## src/rtl/simplez_core.sv

```systemverilog
// simplez_core: multicycle Simplez processor with an external single-cycle-latency
// synchronous RAM port, a memory-mapped LED register and resume-from-HALT.
// Every instruction runs F0 (present PC), F1 (latch RI, bump PC), D (decode and
// execute register-only ops); memory ops add O0 (present CD, write on ST) and
// O1 (consume read data). HALT parks the core in HALTED until cont is seen.
// There is no handshake: the RAM always answers one cycle after mem_addr is
// presented, so the core simply schedules its reads around that latency.
module simplez_core #(
    parameter int              DATAW     = 12,
    parameter int              ADDRW     = 9,
    parameter int              LEDW      = 4,
    parameter logic [ADDRW-1:0] LEDS_ADDR = 9'o100
) (
    input  logic             clk,
    input  logic             rstn,
    input  logic             cont,
    output logic [ADDRW-1:0] mem_addr,
    output logic             mem_we,
    output logic [DATAW-1:0] mem_wdata,
    input  logic [DATAW-1:0] mem_rdata,
    output logic [LEDW-1:0]  leds,
    output logic             stop,
    output logic [ADDRW-1:0] pc,
    output logic [DATAW-1:0] ac,
    output logic [2:0]       state_dbg
);

    typedef enum logic [2:0] {
        S_F0     = 3'd0,
        S_F1     = 3'd1,
        S_D      = 3'd2,
        S_O0     = 3'd3,
        S_O1     = 3'd4,
        S_HALTED = 3'd5
    } state_t;

    localparam logic [2:0] OP_ST   = 3'd0;
    localparam logic [2:0] OP_LD   = 3'd1;
    localparam logic [2:0] OP_ADD  = 3'd2;
    localparam logic [2:0] OP_BR   = 3'd3;
    localparam logic [2:0] OP_BZ   = 3'd4;
    localparam logic [2:0] OP_CLR  = 3'd5;
    localparam logic [2:0] OP_DEC  = 3'd6;
    localparam logic [2:0] OP_HALT = 3'd7;

    state_t           state_q;
    logic [ADDRW-1:0] pc_q;
    logic [DATAW-1:0] ac_q;
    logic [DATAW-1:0] ri_q;
    logic [LEDW-1:0]  leds_q;

    logic [2:0]       co;
    logic [ADDRW-1:0] cd;

    assign co = ri_q[DATAW-1 -: 3];
    assign cd = ri_q[ADDRW-1:0];

    // Address/write-enable decode: only O0 looks at the operand address,
    // every other state keeps PC on the bus.
    always_comb begin
        mem_addr = pc_q;
        mem_we   = 1'b0;
        if (state_q == S_O0) begin
            mem_addr = cd;
            mem_we   = (co == OP_ST);
        end
    end

    assign mem_wdata = ac_q;
    assign leds      = leds_q;
    assign stop      = (state_q == S_HALTED);
    assign pc        = pc_q;
    assign ac        = ac_q;
    assign state_dbg = state_q;

    // Sequencer and datapath registers; synchronous active-low reset wins over all states.
    always_ff @(posedge clk) begin
        if (!rstn) begin
            state_q <= S_F0;
            pc_q    <= '0;
            ac_q    <= '0;
            ri_q    <= '0;
            leds_q  <= '0;
        end else begin
            case (state_q)
                S_F0: begin
                    state_q <= S_F1;
                end
                S_F1: begin
                    ri_q    <= mem_rdata;
                    pc_q    <= pc_q + ADDRW'(1);
                    state_q <= S_D;
                end
                S_D: begin
                    state_q <= S_F0;
                    case (co)
                        OP_BR:   pc_q <= cd;
                        OP_BZ:   if (ac_q == '0) pc_q <= cd;
                        OP_CLR:  ac_q <= '0;
                        OP_DEC:  ac_q <= ac_q - DATAW'(1);
                        OP_HALT: state_q <= S_HALTED;
                        default: state_q <= S_O0;
                    endcase
                end
                S_O0: begin
                    // The RAM takes the store too; the LED port just snoops it.
                    if (co == OP_ST && cd == LEDS_ADDR) begin
                        leds_q <= ac_q[LEDW-1:0];
                    end
                    state_q <= S_O1;
                end
                S_O1: begin
                    if (co == OP_LD) begin
                        ac_q <= mem_rdata;
                    end else if (co == OP_ADD) begin
                        ac_q <= ac_q + mem_rdata;
                    end
                    state_q <= S_F0;
                end
                S_HALTED: begin
                    // PC already points past the HALT, so resuming is just a refetch.
                    if (cont) begin
                        state_q <= S_F0;
                    end
                end
                default: begin
                    state_q <= S_F0;
                end
            endcase
        end
    end

endmodule

```

## config.mk

```make
export PLATFORM = sky130hd
export DESIGN_NAME = simplez_core
export DESIGN_NICKNAME = d
export VERILOG_FILES = /design/src/rtl/simplez_core.sv
export SDC_FILE = /design/constraint.sdc
export NUM_CORES = 1
export LEC_CHECK = 0
export ABC_AREA = 1
export ABC_CLOCK_PERIOD_IN_PS = 5150
export CORE_ASPECT_RATIO = 1.75
export CORE_MARGIN = 2
export CORE_UTILIZATION = 38
export DETAILED_ROUTE_END_ITERATION = 10
export PLACE_DENSITY_LB_ADDON = 0.05
export SYNTH_ARGS = -nofsm -noshare
export SYNTH_HDL_FRONTEND = slang
export SYNTH_SLANG_ARGS = --single-unit
```

## constraint.sdc

```tcl
create_clock -name clk -period 5.15 [get_ports clk]
set_input_delay 1.03 -clock clk [delete_from_list [all_inputs] [get_ports clk]]
set_output_delay 1.03 -clock clk [all_outputs]
set_load 0.05 [all_outputs]
```

# ---- Word-level counts from Yosys, hierarchy flattened
# Cells that the tools add are included.
dict set report totals {
  reg_bits 40
  in_bits 15
  out_inout_bits 51
  word_cells 48
}
dict set report op_classes {
  n_addsub 3
  n_eq_ne 18
  mux 12
  n_reduce_logical 10
}
# cell count
set ops {}
lappend ops {{case mux 12 bit (2 select lines)} 2}
lappend ops {{case mux 9 bit (2 select lines)} 2}
lappend ops {{two-way mux 12 bit} 2}
lappend ops {{== test 3 bit (second input constant)} 6}
lappend ops {{two-way mux 9 bit} 2}
lappend ops {{case mux 3 bit (5 select lines)} 1}
lappend ops {{adder 12 bit} 1}
lappend ops {{== test 3 x 2 -> 1 bit (second input constant)} 4}
lappend ops {{zero test 12 bit} 1}
lappend ops {{subtractor 12 x 1 -> 12 bit (second input constant)} 1}
lappend ops {{adder 9 x 1 -> 9 bit (second input constant)} 1}
lappend ops {{== test 9 x 7 -> 1 bit (second input constant)} 1}
lappend ops {{== test 3 x 1 -> 1 bit (second input constant)} 2}
lappend ops {{zero test 3 bit} 2}
lappend ops {{!= test 3 bit (second input constant)} 2}
lappend ops {{case mux 3 bit (2 select lines)} 1}
lappend ops {{AND reduction 3 bit} 2}
lappend ops {{nonzero test 2 bit} 2}
lappend ops {{OR reduction 4 bit} 1}
lappend ops {{two-way mux 3 bit} 1}
lappend ops {{!= test 3 x 1 -> 1 bit (second input constant)} 1}
lappend ops {{!= test 3 x 2 -> 1 bit (second input constant)} 1}
lappend ops {{!= test 2 bit (second input constant)} 1}
lappend ops {{AND reduction 2 bit} 1}
lappend ops {{other kinds (2)} 2}

# ---- Depth between registers and ports, before layout
dict set report depth {
  depth_word 4
  mapped_depth 12
}

# ---- Worst setup path before layout
# No wires, ideal clock.
dict set report synth_path {
  path_type {register to output}
  startpoint {register state_q[2], in the netlist state_dbg[2]}
  endpoint {output mem_addr[3]}
  arrival_time_ns 2.231
  slack_ns 1.889
  stages_incl_launch_ff 6
  path_cell_list {dfxtp_1 inv_2 nand2_2 nor2_2 clkbuf_1 o21ai_0}
}
dict set report synth_via {
  elab_chain_len 2
}
# element line_no
set synth_lines {}
lappend synth_lines {{start: declaration} 46} ;# state_t state_q;
lappend synth_lines {{start signal: assignment} 79} ;# state_q <= S_F0;
lappend synth_lines {{start signal: assignment} 87} ;# state_q <= S_F1;
lappend synth_lines {{start signal: assignment} 92} ;# state_q <= S_D;
lappend synth_lines {{== test 3 x 2 -> 1 bit} 63} ;# if (state_q == S_O0) begin
lappend synth_lines {{two-way mux 9 bit} 63}
lappend synth_lines {{end: declaration} 17} ;# output logic [ADDRW-1:0] mem_addr,
# Every way passes these cells.

# ---- Final worst setup path
dict set report layout_path {
  startpoint {register state_q[1], in the netlist state_dbg[1]}
  endpoint {output mem_we}
}
dict set report layout_via {
  elab_chain_len 2
}
# element line_no
set layout_lines {}
lappend layout_lines {{== test 3 x 2 -> 1 bit} 63}
lappend layout_lines {{two-way mux 1 bit} 63}
lappend layout_lines {{end: declaration} 18} ;# output logic mem_we,
# Every way passes these cells.

==> reports/results.txt <==
Final Hold Vio Count = 0
headroom to the max-slew limit = 0.473
Reg-to-Reg Start = ac[1]
Synth cell types = 37
drt wl/cell = 15.0 µm
MaxCap Viol Count = 0
HPWL after DPL = 7.85 mm
WS Path Type = reg -> out
aggregate global-route resource usage = 0.227
Num CTS Buffers = 5
largest net degree at the start of global routing = 27
Max Clock Freq = 0.286 GHz
syn avg cell area = 6.14 µm²
final setup TNS = 0 ns
post-synth top area share = 0.256
GRT Residual Overflow = 0
Async SR Flop Fraction = 0
I/O Buffers = 65
EDFF count, synth = 0
hold path endpoint = leds[3]
Routed Antenna Nets = 0
die width = 72.6 µm
sequential element share of the synthesized area = 0.256
drt initial violations = 145
Fin Hold WS = 0.447 ns
Core ar. = 7960 µm²
Post-synth top cells = 110 x nand2_1, 66 x inv_1, 49 x o21ai_0
DRT Pass-1 Iters = 4
final worst path period share = 0.679
dominant cell type by area after synthesis = dfxtp_1
Area growth syn-to-layout = 25.2%
WP data required = 4.12 ns
R2R Setup Slk = 2.93 ns
number of synthesized register bits = 40
Worst Path Max Fanout = 12
Max clock buf depth = 2
Diodes inserted = 0
WP data arrival = 2.47 ns
kind of start point of the critical path = register
final core occ = 0.493
initial antenna violation count = 0
DIE AREA = 9020 µm²
CTS sink count = 40
HP Class = reg -> reg
Syn Std Cell Area = 3130 µm²
Final Max Slew Viols = 0
Worst-Skew Late Latency = 0.29 ns
RSZ-0062 raised after global routing = no
Top Ports = 66
DIE HEIGHT = 124 µm
Synth area leaders = dfxtp_1 26%, nand2_1 13%, inv_1 7.9%
row cnt = 43
non-filler instance count after layout = 646
top-count cell post-synth = nand2_1
Root Buffer = clkbuf_16
Ys Warns = 0
Initial Util = 0.393
WHS Path Cells = 2
vias in the first global route = 3190
fill count = 849
Tmin final = 3.50 ns
drt via density = 5.16
Crit Reg-Reg Endpoint = pc[3]
Final nets = 586
clock skew = 0.00472 ns
status = finished, final reports clean
cts hold-fix bufs = 0
CP Capture Type = output pin
Mapped Cells = 510
# setup viols final = 0
ys flop type = dfxtp_1
Reg area = 801 µm²
Placed Cells = 639
Peak VDD IR = 0.272 mV
Post-Syn Nets = 540
first-pass GRT wire length = 15.5 mm
H-tree depth = 2
multi-input logic area = 1880 µm²
postcts setup bufs = 0
P per Cell Area = 510 nW/µm²
post_cts resized = 0
layout cells sized above 1 = 0.0450
DRC Markers = 0
worst-margin pin slew = 0.788 ns
Leakage = 1.77 nW
Total Wirelength = 9.72 mm
total number of vias = 3336
CTS tree = done
Hold Crit Start = leds[3]
RD Place Congestion = 0.889
clk slew on worst S/H paths = 0.06 ns
r2r worst-path depth = 9
cell usage in the layout (no fill, tap or decap), drive strengths merged:
cell | netlist | routed
o21ai | 64 | 64
a21oi | 47 | 47
nand4 | 6 | 6
ha | 14 | 14
o22ai | 2 | 2
nand2 | 111 | 111
or2 | 2 | 2
buf | 21 | 2
a211oi | 2 | 2
inv | 74 | 74
nand3 | 39 | 39
nor3 | 6 | 6
dfxtp | 40 | 40
bufinv | 0 | 2
xnor2 | 2 | 2
o31ai | 1 | 1
clkbuf | 7 | 5
a31oi | 2 | 2
a21o | 1 | 1
xor2 | 7 | 7
o21bai | 4 | 4
nor2 | 49 | 49
fa | 1 | 1
o211ai | 1 | 1
nor4 | 3 | 3
nand3b | 4 | 4
clkdlybuf4s50 | 0 | 65
worst max path at each step:
stage / start / to
floorplan: state_dbg[2] / mem_addr[3]
global placement: state_dbg[1] / mem_we
detailed placement: state_dbg[1] / mem_we
CTS: state_dbg[1] / mem_we
global route: state_dbg[1] / mem_we
finish: state_dbg[1] / mem_we
critical path: stages (launching register included):
cell and delay (ns):
dfxtp_1 0.43, nand2_2 0.13, nor2_2 0.40, inv_2 0.16, nor3_2 0.22, clkdlybuf4s50_1 0.85
metal layers:
layer / track usage / vias to the layer above / wire length, µm
li1: - / 1749 / -
met1: 0.223 / 1519 / 3590
met2: 0.463 / 58 / 5670
met3: 0.0243 / 10 / 235
met4: 0.0868 / 0 / 233
met5: 0 / - / 0
registers in the layout (all words and copies together) (netlist names):
name / cells
ac: 12
leds: 4
pc: 9
ri_q: 12
state_dbg: 3
final cells by class:
class                      count  share of cell area
sequential                    40               0.204
clock buffer                   5              0.0319
multi-input combinational    368               0.479
clock inverter                 2              0.0153
tap                           90              0.0287
inverter                      74              0.0708
timing repair buffer          67               0.170
metrics by stage:
stage | setup WS (ns) | area (µm²) | power [mW]
2_1_floorplan | 1.89 | 3130 | 1.31
3_3_place_gp | 2.06 | 3740 | 1.60
3_5_place_dp | 1.95 | 3740 | 1.61
4_1_cts | 1.63 | 3920 | 2.01
5_1_grt | 1.46 | 3920 | 2.14
6_report | 1.65 | 3920 | 2.00
cells by family (layout without fill, tap and decap cells):
group / after synthesis / in the layout / share of synthesized area
AND/OR/NAND/NOR: 220 / 220 / 0.303
AO/OA/AOI/OAI: 124 / 124 / 0.210
buffers and inverters: 102 / 148 / 0.144
flip-flops: 40 / 40 / 0.256
adder cells (fa/ha/maj): 15 / 15 / 0.0623
XOR/XNOR: 9 / 9 / 0.0252
report_power, final:
part	leakage, nW	switching [mW]	internal, mW
clock	0.0899	0.126	0.275
sequential	0.328	0.0997	0.378
combinational	1.35	0.753	0.369
Note: power is estimated with default switching activity, not from simulation.
